<file path="src/rtl/ext_bus_resp_pkg.sv">
// Shared types and constants for the external-bus responder: FSM states,
// register word indices, CTRL/STATUS bit positions and a byte-lane merge helper.
package ext_bus_resp_pkg;

  localparam int DATA_W = 16;

  typedef enum logic [1:0] {
    IDLE = 2'd0,
    WAIT = 2'd1,
    ACK  = 2'd2,
    HOLD = 2'd3
  } state_t;

  localparam logic [2:0] REG_SCRATCH0 = 3'd0;
  localparam logic [2:0] REG_SCRATCH1 = 3'd1;
  localparam logic [2:0] REG_SCRATCH2 = 3'd2;
  localparam logic [2:0] REG_SCRATCH3 = 3'd3;
  localparam logic [2:0] REG_CTRL     = 3'd4;
  localparam logic [2:0] REG_RELOAD   = 3'd5;
  localparam logic [2:0] REG_COUNT    = 3'd6;
  localparam logic [2:0] REG_STATUS   = 3'd7;

  localparam int CTRL_TMR_IE = 0;
  localparam int CTRL_EVT_IE = 1;
  localparam int CTRL_RUN    = 2;

  localparam int STAT_TMR_HIT = 0;
  localparam int STAT_EVT_HIT = 1;

  // Replace only the byte lanes selected by be; unselected lanes keep old_v.
  function automatic logic [DATA_W-1:0] merge_bytes(input logic [DATA_W-1:0] old_v,
                                                    input logic [DATA_W-1:0] new_v,
                                                    input logic [1:0]        be);
    merge_bytes = old_v;
    if (be[0]) merge_bytes[7:0]  = new_v[7:0];
    if (be[1]) merge_bytes[15:8] = new_v[15:8];
  endfunction

endpackage

</file>
<file path="src/rtl/ext_bus_resp_timer.sv">
// Reload countdown timer: holds RELOAD and COUNT, reloads on zero and flags a
// hit for that cycle. Only present in builds with EXT_BUS_RESP_TIMER_EN.
module ext_bus_resp_timer
  import ext_bus_resp_pkg::*;
(
  input  logic              clk,
  input  logic              rst_n,
  input  logic              run,
  input  logic              load,
  input  logic              reload_we,
  input  logic [1:0]        reload_be,
  input  logic [DATA_W-1:0] wdata,
  output logic [DATA_W-1:0] reload,
  output logic [DATA_W-1:0] count,
  output logic              hit
);

  // A hit is the cycle in which a running COUNT sits at zero and wraps.
  assign hit = run && (count == '0);

  always_ff @(posedge clk or negedge rst_n) begin
    if (!rst_n) begin
      reload <= '0;
      count  <= '0;
    end else begin
      if (reload_we) reload <= merge_bytes(reload, wdata, reload_be);
      // load only fires on a run 0->1 write, so it never overlaps a running step
      if (load) begin
        count <= reload;
      end else if (run) begin
        count <= (count == '0) ? reload : count - 1'b1;
      end
    end
  end

endmodule

</file>
<file path="src/rtl/ext_bus_responder.sv">
// Responder end of the 16-bit external bridge bus: 8-word register bank,
// event-driven irq, and an optional countdown timer (macro EXT_BUS_RESP_TIMER_EN).
module ext_bus_responder
  import ext_bus_resp_pkg::*;
#(
  parameter int ADDR_W      = 11,
  parameter int BASE_HI     = 0,
  parameter int WAIT_STATES = 1
) (
  input  logic              clk_clk,
  input  logic              reset_reset_n,
  input  logic [ADDR_W-1:0] address,
  input  logic              bus_enable,
  input  logic [1:0]        byte_enable,
  input  logic              rw,
  input  logic [DATA_W-1:0] write_data,
  output logic [DATA_W-1:0] read_data,
  output logic              acknowledge,
  output logic              irq,
  input  logic              event_in
);

  localparam logic [ADDR_W-5:0] BASE_V  = BASE_HI[ADDR_W-5:0];
  localparam logic [3:0]        WS_LAST = (WAIT_STATES > 0) ? 4'(WAIT_STATES - 1) : 4'd0;
`ifdef EXT_BUS_RESP_TIMER_EN
  localparam logic [2:0]        CTRL_MASK = 3'b111;
`else
  localparam logic [2:0]        CTRL_MASK = 3'b010;
`endif

  state_t              state, state_nxt;
  logic [3:0]          wait_cnt;
  logic [ADDR_W-1:1]   addr_q;
  logic                rw_q;
  logic [1:0]          be_q;
  logic [DATA_W-1:0]   wdata_q;
  logic [2:0]          widx;
  logic                in_range;
  logic                ack_nxt;
  logic                wr_en;
  logic                rd_en;
  logic [DATA_W-1:0]   rd_mux;

  logic [3:0][DATA_W-1:0] scratch;
  logic [2:0]          ctrl;
  logic [1:0]          status;
  logic                ctrl_we;
  logic [1:0]          status_set;
  logic [1:0]          status_clr;
  logic                ev_s1, ev_s2, ev_d;
  logic                ev_rise;
  logic                tmr_hit;
  logic [DATA_W-1:0]   reload_v;
  logic [DATA_W-1:0]   count_v;

  assign widx     = addr_q[3:1];
  assign in_range = (addr_q[ADDR_W-1:4] == BASE_V);

  always_ff @(posedge clk_clk or negedge reset_reset_n) begin
    if (!reset_reset_n) state <= IDLE;
    else                state <= state_nxt;
  end

  always_comb begin
    state_nxt = state;
    case (state)
      IDLE:    if (bus_enable) state_nxt = (WAIT_STATES > 0) ? WAIT : ACK;
      WAIT:    if (wait_cnt == WS_LAST) state_nxt = ACK;
      ACK:     state_nxt = HOLD;
      HOLD:    if (!bus_enable) state_nxt = IDLE;
      default: state_nxt = IDLE;
    endcase
  end

  always_comb begin
    ack_nxt = 1'b0;
    wr_en   = 1'b0;
    rd_en   = 1'b0;
    if (state == ACK) begin
      ack_nxt = 1'b1;
      wr_en   = !rw_q && in_range;
      rd_en   = rw_q;
    end
  end

  always_ff @(posedge clk_clk or negedge reset_reset_n) begin
    if (!reset_reset_n) wait_cnt <= '0;
    else if (state == WAIT) wait_cnt <= wait_cnt + 1'b1;
    else wait_cnt <= '0;
  end

  // Request capture and registered bus outputs
  always_ff @(posedge clk_clk or negedge reset_reset_n) begin
    if (!reset_reset_n) begin
      addr_q      <= '0;
      rw_q        <= 1'b0;
      be_q        <= '0;
      wdata_q     <= '0;
      acknowledge <= 1'b0;
      read_data   <= '0;
    end else begin
      if (state == IDLE && bus_enable) begin
        addr_q  <= address[ADDR_W-1:1];
        rw_q    <= rw;
        be_q    <= byte_enable;
        wdata_q <= write_data;
      end
      acknowledge <= ack_nxt;
      if (rd_en) read_data <= rd_mux;
    end
  end

  always_comb begin
    rd_mux = '0;
    if (in_range) begin
      case (widx)
        REG_SCRATCH0, REG_SCRATCH1,
        REG_SCRATCH2, REG_SCRATCH3: rd_mux = scratch[widx[1:0]];
        REG_CTRL:                   rd_mux = {13'd0, ctrl};
        REG_RELOAD:                 rd_mux = reload_v;
        REG_COUNT:                  rd_mux = count_v;
        REG_STATUS:                 rd_mux = {14'd0, status};
        default:                    rd_mux = '0;
      endcase
    end
  end

  assign ctrl_we    = wr_en && (widx == REG_CTRL) && be_q[0];
  assign status_clr = (wr_en && (widx == REG_STATUS) && be_q[0]) ? wdata_q[1:0] : 2'b00;
  assign ev_rise    = ev_s2 && !ev_d;
  assign status_set = {ev_rise, tmr_hit};

`ifdef EXT_BUS_RESP_TIMER_EN
  ext_bus_resp_timer u_timer (
    .clk       (clk_clk),
    .rst_n     (reset_reset_n),
    .run       (ctrl[CTRL_RUN]),
    .load      (ctrl_we && wdata_q[CTRL_RUN] && !ctrl[CTRL_RUN]),
    .reload_we (wr_en && (widx == REG_RELOAD)),
    .reload_be (be_q),
    .wdata     (wdata_q),
    .reload    (reload_v),
    .count     (count_v),
    .hit       (tmr_hit)
  );
`else
  assign tmr_hit  = 1'b0;
  assign reload_v = '0;
  assign count_v  = '0;
`endif

  // Register bank, event synchronizer and irq; a status set beats a same-cycle W1C
  always_ff @(posedge clk_clk or negedge reset_reset_n) begin
    if (!reset_reset_n) begin
      scratch <= '0;
      ctrl    <= '0;
      status  <= '0;
      irq     <= 1'b0;
      ev_s1   <= 1'b0;
      ev_s2   <= 1'b0;
      ev_d    <= 1'b0;
    end else begin
      if (wr_en && !widx[2]) begin
        scratch[widx[1:0]] <= merge_bytes(scratch[widx[1:0]], wdata_q, be_q);
      end
      if (ctrl_we) ctrl <= wdata_q[2:0] & CTRL_MASK;
      status <= (status & ~status_clr) | status_set;
      irq    <= |(status & ctrl[CTRL_EVT_IE:CTRL_TMR_IE]);
      ev_s1  <= event_in;
      ev_s2  <= ev_s1;
      ev_d   <= ev_s2;
    end
  end

endmodule
</file>
<file path="config.mk">
export PLATFORM = sky130hd
export DESIGN_NAME = ext_bus_responder
export DESIGN_NICKNAME = d
export VERILOG_FILES = /design/src/rtl/ext_bus_resp_pkg.sv /design/src/rtl/ext_bus_resp_timer.sv /design/src/rtl/ext_bus_responder.sv
export SDC_FILE = /design/constraint.sdc
export NUM_CORES = 1
export LEC_CHECK = 0
export ABC_AREA = 1
export CORE_ASPECT_RATIO = 0.75
export CORE_UTILIZATION = 45
export DETAILED_ROUTE_END_ITERATION = 8
export GPL_ROUTABILITY_DRIVEN = 0
export PLACE_DENSITY_LB_ADDON = 0.1
export SLEW_MARGIN = 20
export SYNTH_ARGS = -nofsm -noshare
export SYNTH_HDL_FRONTEND = slang
export SYNTH_SLANG_ARGS = --single-unit
</file>
<file path="constraint.sdc">
create_clock -name clk_clk -period 2 [get_ports clk_clk]
set_input_delay 0.4 -clock clk_clk [delete_from_list [all_inputs] [get_ports clk_clk]]
set_output_delay 0.4 -clock clk_clk [all_outputs]
set_load 0.05 [all_outputs]
</file>
==> reports/qor.csv, run 1 <==
stage;metric;value;unit
run_status;status;complete, no violations;
grt;grt_max_degree;43;
final_layout;final_cell_mix;nand2_1 (449), dfrtp_1 (123), clkdlybuf4s50_1 (41);
routing;drt_iter0_drc;383;
setup_path;cp_slowest_cell;clkdlybuf4s50_1;
clock_tree;cts_buffer_depth;2;
die;ios;52;
place;placed_area;6500;µm²
final_layout;drive_gt1_share;11.5;%
final_layout;design_area;7120;µm²
grt;grt-ovfl-total;0;
final_layout;final_common_cell;nand2_1;
timing;maxSlewHeadroom;65.1;%
timing;tns;0;ns
routing;ant_nets;0;
synth;synth-edff-count;0;
clock_tree;h-tree-depth;4;
synth;ys_types;22;
final_layout;final_cell_count_no_fill;955;
clock_tree;clkTransAtPathRegs;0.06;ns
grt;antenna_found_initial;0;
clock_tree;clk_latency;0.41;ns
die;num_rows;35;
synth;synth_area;5660;µm²
grt;grt_pass1_wl;23600;µm
timing;rsz0062_at_grt;false;
die;die_area;13000;µm²
routing;firstDrtPassIters;6;
routing;route.detailed.drc;0;
timing;period_minus_slack;1.97;ns
timing;max_freq;508;MHz
clock_tree;cts-root-buf;clkbuf_16;
routing;routedWlPerCell;14.7;µm
setup_path;cp-end-kind;primary output;
setup_path;crit_buf_inv;1;
synth;syn_nets;748;
place;port_buffers;50;
timing;setup_viol;0;
grt;grt_usage;23.8;%
place;dp_hpwl;9120;µm
routing;routed_wl;14000;µm
job;cap_violations;0;
timing;hold_viol;0;
setup_path;slowest_delay;0.82;ns
setup_path;crit_type;flop to primary output;
die;initial_core_util;46.2;%
timing;clock-skew-final;0.00873;ns
pwr;vdd_ir_drop_max;0.670;mV
die;die_x;132;µm
pwr;power_density;1170;nW/µm²
clock_tree;cts_sinks;123;
routing;vias;4665;
timing;tightest_slew;0.523;ns
setup_path;path_delay_family;buffers and inverters;
pwr;cellLeakagePower;4.02;nW
final_layout;syn_to_final_growth;25.7;%
setup_path;path_max_fanout;2;
place;place_inst;922;
die;die_h;99.2;µm
setup_path;path_cells;clkdlybuf4s50_1;
setup_path;crit_required;1.60;ns
final_layout;nNetsFinal;816;
clock_tree;cts_inserted_buffers;17;
setup_path;cp_data_arrival_time;1.57;ns
synth;ys_ff_latch;123;
final_layout;antenna_cells;0;
synth;syn_area_per_cell;8.00;µm²
synth;yosys_warnings;0;
routing;viasPerCell;4.88;
die;core-area;12300;µm²
setup_path;cp-start-kind;flop;
timing;fin_crit_sh;98.5;%
clock_tree;cts_tree;done;
timing;slew_viol_final;0;
synth;ys_seq_area_share;54.4;%
synth;syn_inst;708;
grt;grt_pass1_vias;4694;
synth;synthFlopType;dfrtp_1;
worst_hold_path;min_path_type;flop to flop;
synth;synthArstFlopShare;100;%
-- synth_stat cells (4+ instances only) --
cell type | number | share of area (%)
nand2_1 | 449 | 30
buf_4 | 5 | 0.66
a21oi_1 | 9 | 0.80
nor2_4 | 5 | 0.99
nand3_1 | 4 | 0.35
dfrtp_1 | 123 | 54
buf_2 | 9 | 0.80
o21ai_0 | 5 | 0.44
clkbuf_1 | 8 | 0.53
ha_1 | 6 | 1.3
nand4_1 | 4 | 0.44
mux2_2 | 23 | 4.6
inv_1 | 21 | 1.4
nor2_1 | 22 | 1.5
-- report_power, final --
group / internal (mW) / switching [mW]
sequential: 2.88 / 0.315
combinational: 0.728 / 1.41
clock: 1.92 / 1.09
-- flip-flops by register name (all words and copies together), names as in the netlist, 2 cells and up --
signal     count
status         2
be_q           2
state          2
wait_cnt       4
scratch       64
wdata_q       16
read_data     16
addr_q        10
-- layout make-up --
type	instances	area (µm²)
inverters	26	97.6
fillers	1124	5140
clock inverters	11	119
multi-input cells	534	2360
clock buffers	21	470
flip-flops and latches	123	3080
repair buffers	74	785
well taps	166	208
-- per-stage QoR --
stage / total power [mW] / util (%) / worst slack (ns) / hold slack [ns]
4_1_cts: 8.38 / 57.9 / 0.00515 / 0.351
5_1_grt: 8.78 / 58.1 / 0.000312 / 0.367
3_3_place_gp: 5.28 / 53.1 / 0.334 / 0.337
3_5_place_dp: 5.36 / 53.1 / 0.289 / 0.338
6_report: 8.33 / 58.1 / 0.0301 / 0.348
2_1_floorplan: 4.52 / - / 0.410 / 0.104
-- routing by layer --
metal / routed length (µm) / track usage (%)
met4: 142 / 8.41
met3: 939 / 5.05
met5: 0 / 0
met1: 6870 / 34.8
met2: 6080 / 35.0
-- final timing paths --
kind,end,slack (ns),from,depth (start not counted)
setup / recovery,read_data[11],0.03,read_data[11]$_DFFE_PN0P_,1
hold / removal,ev_s2$_DFF_PN0_,0.35,ev_s1$_DFF_PN0_,0
setup reg to reg,scratch[8]$_DFFE_PN0P_,0.27,state[0]$_DFFE_PN0P_,9
hold reg to reg,ev_s2$_DFF_PN0_,0.35,ev_s1$_DFF_PN0_,0
max in group asynchronous,scratch[28]$_DFFE_PN0P_,0.97,reset_reset_n,3
min in group asynchronous,scratch[10]$_DFFE_PN0P_,0.46,reset_reset_n,2
-- logic make-up after synthesis --
family	synth area share (%)
compound gates	1.24
xor+xnor	0.155
fa+ha+maj	1.33
buf+inv	3.91
flops	54.4
mux	4.57
simple gates	34.4
-- timing repair --
action                                  4_1_cts  5_1_grt
hold buffers                                  1        0
endpoints found under the setup margin        1        7
setup buffers                                 0        0
hold endpoints to repair                     22        0
gates resized for setup                       1        7
Power figures use the tool's default switching activity.
==> run 2: changes to the inputs <==
Settings changed: CORE_UTILIZATION 45 to 57.
==> run 2 against run 1 <==
  * Cell count decreased by 3.5%
  * Flip-flop and latch count unchanged
  * First-iteration DRC count decreased by 0.78%
  * Largest power group unchanged
  * Highest routed layer unchanged
==> reports/qor.csv, run 2 (synthesis gave the netlist of run 1 again) <==
stage;metric;value;unit;change
routing;ant_nets;0;;unchanged
final_layout;largest_registers;scratch x64, read_data x16, wdata_q x16;;
place;placed_area;6430;µm²;-1.1%
setup_path;path_delay_family;buffers and inverters;;
worst_hold_path;whs_path_depth;0;;unchanged
run_status;status;complete, no violations;;
job;cap_violations;0;;unchanged
place;port_buffers;50;;unchanged
setup_path;path_max_fanout;2;;unchanged
setup_path;ff2ff_setup_slack;0.18;ns;-0.09 ns
pwr;power_density;1190;nW/µm²;+1.4%
clock_tree;cts_tree;done;;
timing;slew_viol_final;0;;unchanged
grt;grt_pass1_wl;22400;µm;-4.9%
routing;vias;4855;;+4.1%
setup_path;worst_r2r_path_depth;9;;unchanged
final_layout;final_common_cell;nand2_1;;
clock_tree;cts_inserted_buffers;17;;unchanged
setup_path;cp-start-kind;flop;;
setup_path;cp_slowest_cell;clkdlybuf4s50_1;;
timing;setup_viol;0;;unchanged
setup_path;cp-end-kind;primary output;;
final_layout;largest_register;scratch;;
grt;grt_usage;29.5;%;+5.8 points
setup_path;path_cells;clkdlybuf4s50_1;;
final_layout;largest_reg_flops;64;;unchanged
routing;firstDrtPassIters;5;;-1
clock_tree;cts_buffer_depth;2;;unchanged
setup_path;slowest_delay;0.81;ns;about the same
final_layout;nNetsFinal;817;;+0.12%
final_layout;drive_gt1_share;11.6;%;+0.11 points
timing;maxSlewHeadroom;65.6;%;+0.50 points
setup_path;crit_type;flop to primary output;;
die;die_area;10300;µm²;-21%
final_layout;nFillCells;714;;-36%
routing;routedWlPerCell;14.9;µm;+1.2%
timing;tns;0;ns;unchanged
clock_tree;cts_sinks;123;;unchanged
grt;grt_pass1_vias;4573;;-2.6%
timing;whs;0.350;ns;+0.00156 ns
routing;viasPerCell;5.27;;+7.8%
setup_path;cp_data_arrival_time;1.57;ns;about the same
clock_tree;clk_latency;0.42;ns;about the same
final_layout;design_area;7080;µm²;-0.63%
die;die_h;88.3;µm;-11%
routing;drt_iter0_drc;380;;-0.78%
final_layout;antenna_cells;0;;unchanged
place;dp_hpwl;8820;µm;-3.3%
timing;finalWorstSetupSlack;0.0321;ns;+0.00199 ns
worst_hold_path;min_path_type;flop to flop;;
setup_path;crit_buf_inv;1;;unchanged
routing;route.detailed.drc;0;;unchanged
clock_tree;clkTransAtPathRegs;0.05;ns;about the same
pwr;finalPower;8.40;mW;+0.76%
pwr;cellLeakagePower;4.11;nW;+2.4%
grt;grt_max_degree;49;;+14%
die;num_rows;31;;-11%
worst_hold_path;holdPathEnd;ev_s2$_DFF_PN0_;;
worst_hold_path;holdCritStartpoint;ev_s1$_DFF_PN0_;;
timing;clock-skew-final;0.0108;ns;+0.00211 ns
die;initial_core_util;58.6;%;+12 points
place;place_ws;0.236;ns;-0.0534 ns
grt;grt-ovfl-total;0;;unchanged
final_layout;syn_to_final_growth;24.9;%;
die;core-area;9660;µm²;-21%
die;ios;52;;unchanged
timing;period_minus_slack;1.97;ns;-0.00199 ns
timing;max_freq;508;MHz;+0.10%
routing;routed_wl;13700;µm;-2.3%
timing;rsz0062_at_grt;false;;
die;die_x;117;µm;-11%
timing;tightest_slew;0.515;ns;-0.00751 ns
clock_tree;h-tree-depth;4;;unchanged
setup_path;worstReg2RegStart;state[0]$_DFFE_PN0P_;;
final_layout;final_cell_mix;nand2_1 (449), dfrtp_1 (123), clkdlybuf4s50_1 (37);;
grt;antenna_found_initial;0;;unchanged
clock_tree;cts-root-buf;clkbuf_16;;
timing;hold_viol;0;;unchanged
timing;fin_crit_sh;98.4;%;-0.10 points
setup_path;r2r_end;scratch[38]$_DFFE_PN0P_;;
setup_path;crit_required;1.60;ns;about the same
pwr;vdd_ir_drop_max;0.740;mV;+10%
clock_tree;postCtsSetupBuffers;0;;unchanged
-- run 2: cell count changes in the layout (fill, tap and decap cells not counted), sizes merged --
cell / change
dlygate4sd2: -1
buf: +1
dlymetal6s2s: +5
clkinvlp: -1
clkbuf: -1
bufinv: +1
clkdlybuf4s50: -4
clkinv: +1
-- run 2: power breakdown --
group / leakage (nW) / total, mW / switching (mW) / internal [mW]
logic: 2.19 / 2.12 / 1.40 / 0.714
registers: 1.63 / 3.18 / 0.301 / 2.88
clock network: 0.292 / 3.11 / 1.09 / 2.01
total: 4.11 / 8.40 / 2.80 / 5.60
-- run 2: how the worst max path moves through the flow --
stage                              startpoint                 endpoint  slack [ns]  cells past startpoint
floorplan                state[0]$_DFFE_PN0P_   scratch[0]$_DFFE_PN0P_        0.41                      8
global placement         state[0]$_DFFE_PN0P_  scratch[46]$_DFFE_PN0P_        0.33                      9
detailed placement       state[0]$_DFFE_PN0P_  scratch[34]$_DFFE_PN0P_        0.24                      9
CTS                 read_data[13]$_DFFE_PN0P_            read_data[13]     0.00003                      1
global route        read_data[14]$_DFFE_PN0P_            read_data[14]       0.004                      1
finish              read_data[14]$_DFFE_PN0P_            read_data[14]        0.03                      1
-- run 2: metrics by stage --
step                instances  util [%]
floorplan                 708         -
global placement          889      66.6
detailed placement        889      66.6
CTS                       922      72.9
global route              922      73.3
finish                    922      73.3
-- run 2: what timing repair did --
item / 4_1_cts / 5_1_grt
hold buffers: 1 / 0
endpoints found under the hold margin: 27 / 0
resized for setup: 0 / 12
endpoints found under the setup margin: 0 / 12
-- run 2: layout make-up --
cell class / instances / area, µm² / share of cell area (%)
Timing Repair Buffer: 75 / 768 / 10.9
Tap cell: 132 / 165 / 2.33
Multi-Input combinational cell: 534 / 2360 / 33.4
Clock inverter: 12 / 146 / 2.07
Sequential cell: 123 / 3080 / 43.5
Clock buffer: 20 / 457 / 6.45
Inverter: 26 / 97.6 / 1.38
-- run 2: per-layer routing --
layer	GRT usage, %	up-vias	share of wire, %
met4	12.3	0	1.8
met5	0	-	0
met3	7.53	26	8.4
met1	39.5	2341	44
li1	-	2310	-
met2	46.4	178	46
==> run 3: changes to the inputs <==
Settings changed: MAX_ROUTING_LAYER set to met4.
==> run 3 against run 2 <==
  * Clock skew decreased by 0.00067 ns
  * Clock power hardly changed
  * Register-to-register slack about the same
  * Hold slack got worse by 0.00056 ns
  * Cell count stayed put
  * Count of clock-buffer cells in the layout is the same
  * Fmax up 0.10%
  * Global-route usage up 0.91 points
  * Sequential share of layout area is essentially flat
  * Critical path depth is the same
  * Total power is essentially flat
  * First-iteration DRC count grew 13%
==> reports/qor.csv, run 3 (synthesis gave the netlist of run 1 again) <==
stage;metric;value;unit;change
setup_path;crit_buf_inv;1;;unchanged
setup_path;path_cells;clkdlybuf4s50_1;;
routing;routedWlPerCell;14.9;µm;about the same
timing;max_freq;509;MHz;+0.10%
setup_path;path_max_fanout;2;;unchanged
routing;viasPerCell;5.25;;-0.31%
timing;slew_viol_final;0;;unchanged
setup_path;slowest_delay;0.81;ns;about the same
routing;firstDrtPassIters;5;;unchanged
clock_tree;clk_latency;0.42;ns;about the same
setup_path;ff2ff_setup_slack;0.18;ns;about the same
die;ios;52;;unchanged
timing;clock-skew-final;0.0102;ns;-0.000667 ns
pwr;cellLeakagePower;4.10;nW;-0.46%
setup_path;cp-end-kind;primary output;;
final_layout;largest_reg_flops;64;;unchanged
final_layout;drive_gt1_share;11.6;%;unchanged
grt;grt_max_degree;49;;unchanged
clock_tree;h-tree-depth;4;;unchanged
timing;maxSlewHeadroom;65.6;%;about the same
final_layout;antenna_cells;0;;unchanged
routing;route.detailed.drc;0;;unchanged
job;cap_violations;0;;unchanged
die;die_x;117;µm;unchanged
final_layout;nFillCells;713;;-0.14%
routing;routed_wl;13700;µm;about the same
final_layout;largest_register;scratch;;
timing;hold_viol;0;;unchanged
final_layout;final_common_cell;nand2_1;;
die;core-area;9660;µm²;unchanged
final_layout;final_core_util;73.2;%;about the same
run_status;status;complete, no violations;;
timing;setup_viol;0;;unchanged
clock_tree;cts_tree;done;;
die;initial_core_util;58.6;%;unchanged
routing;ant_nets;0;;unchanged
die;num_rows;31;;unchanged
pwr;finalPower;8.40;mW;about the same
setup_path;path_delay_family;buffers and inverters;;
worst_hold_path;min_path_type;flop to flop;;
clock_tree;cts_sinks;123;;unchanged
setup_path;cp-start-kind;flop;;
routing;drt_iter0_drc;430;;+13%
timing;period_minus_slack;1.97;ns;-0.00201 ns
clock_tree;cts_inserted_buffers;17;;unchanged
clock_tree;cts-root-buf;clkbuf_16;;
grt;grt_usage;30.5;%;+0.91 points
routing;vias;4840;;-0.31%
die;die_area;10300;µm²;unchanged
timing;tightest_slew;0.515;ns;-0.000257 ns
setup_path;cp_data_arrival_time;1.57;ns;about the same
setup_path;crit_required;1.60;ns;about the same
setup_path;cp_slowest_cell;clkdlybuf4s50_1;;
grt;antenna_found_initial;0;;unchanged
pwr;power_density;1190;nW/µm²;about the same
grt;grt-ovfl-total;0;;unchanged
grt;grt_pass1_wl;22400;µm;-0.12%
final_layout;largest_registers;scratch x64, read_data x16, wdata_q x16;;
clock_tree;cts_buffer_depth;2;;unchanged
place;port_buffers;50;;unchanged
pwr;vdd_ir_drop_max;0.739;mV;about the same
setup_path;crit_type;flop to primary output;;
timing;fin_crit_sh;98.3;%;-0.10 points
clock_tree;postCtsSetupBuffers;0;;unchanged
final_layout;syn_to_final_growth;24.9;%;about the same
final_layout;nNetsFinal;817;;unchanged
final_layout;final_cell_mix;nand2_1 (449), dfrtp_1 (123), clkdlybuf4s50_1 (38);;
place;dp_hpwl;8820;µm;unchanged
grt;grt_pass1_vias;4573;;unchanged
clock_tree;clkTransAtPathRegs;0.05;ns;about the same
die;die_h;88.3;µm;unchanged
[run 3: final timing paths]
path                                      startpoint                 endpoint  cells after the start
max                        read_data[14]$_DFFE_PN0P_            read_data[14]                      1
min                                  ev_s1$_DFF_PN0_          ev_s2$_DFF_PN0_                      0
max reg2reg                     state[0]$_DFFE_PN0P_  scratch[38]$_DFFE_PN0P_                      9
min reg2reg                          ev_s1$_DFF_PN0_          ev_s2$_DFF_PN0_                      0
max in group asynchronous              reset_reset_n   wdata_q[7]$_DFFE_PN0P_                      3
min in group asynchronous              reset_reset_n            irq$_DFF_PN0_                      2
[run 3: layout make-up]
type	count	area [µm²]	share of cell area, %
flip-flops and latches	123	3080	43.5
clock inverters	12	146	2.07
well taps	132	165	2.34
clock buffers	20	457	6.46
repair buffers	75	766	10.8
inverters	26	97.6	1.38
multi-input cells	534	2360	33.4
[run 3: worst register-to-register path, cell delays in order (launching register included)]
cell and delay (ns):
dfrtp_1 0.41, inv_1 0.11, ha_1 0.28, inv_2 0.07, nor2_4 0.23, nand3_4 0.18, nor2_4 0.12, buf_4 0.21
nand2_1 0.09, nand2_1 0.06
[run 3: report_power, final]
part	leakage, nW	internal, mW	switching [mW]	total (mW)
combinational	2.17	0.714	1.40	2.12
sequential	1.63	2.88	0.301	3.18
clock	0.292	2.01	1.10	3.11
total	4.10	5.60	2.80	8.40
[run 3: routing by layer]
metal  GRT usage (%)  vias up  routed length (µm)
met2            46.4      204                6270
li1                -     2307                   -
met1            39.5     2302                5990
met3            7.19       27                1210
met5               -        -                   0
met4            12.3        0                 247
[run 3: through the flow]
| step | hold WS [ns] | TNS [ns] | cells | setup WS (ns) | instance area [µm²] |
|---|---|---|---|---|---|
| after floorplan | 0.104 | 0 | 708 | 0.410 | 5660 |
| after global placement | 0.334 | 0 | 889 | 0.327 | 6430 |
| after detailed placement | 0.342 | 0 | 889 | 0.236 | 6430 |
| after CTS | 0.355 | 0 | 922 | 0.0000326 | 7050 |
| after global routing | 0.370 | -0.0000457 | 922 | -0.0000457 | 7070 |
| final | 0.349 | 0 | 922 | 0.0341 | 7070 |
[run 3: repair_timing]
| item | CTS | global route |
|---|---|---|
| hold endpoints to repair | 27 | 0 |
| gates resized for setup | 0 | 11 |
| endpoints found under the setup margin | 0 | 11 |
| hold buffers | 1 | 0 |
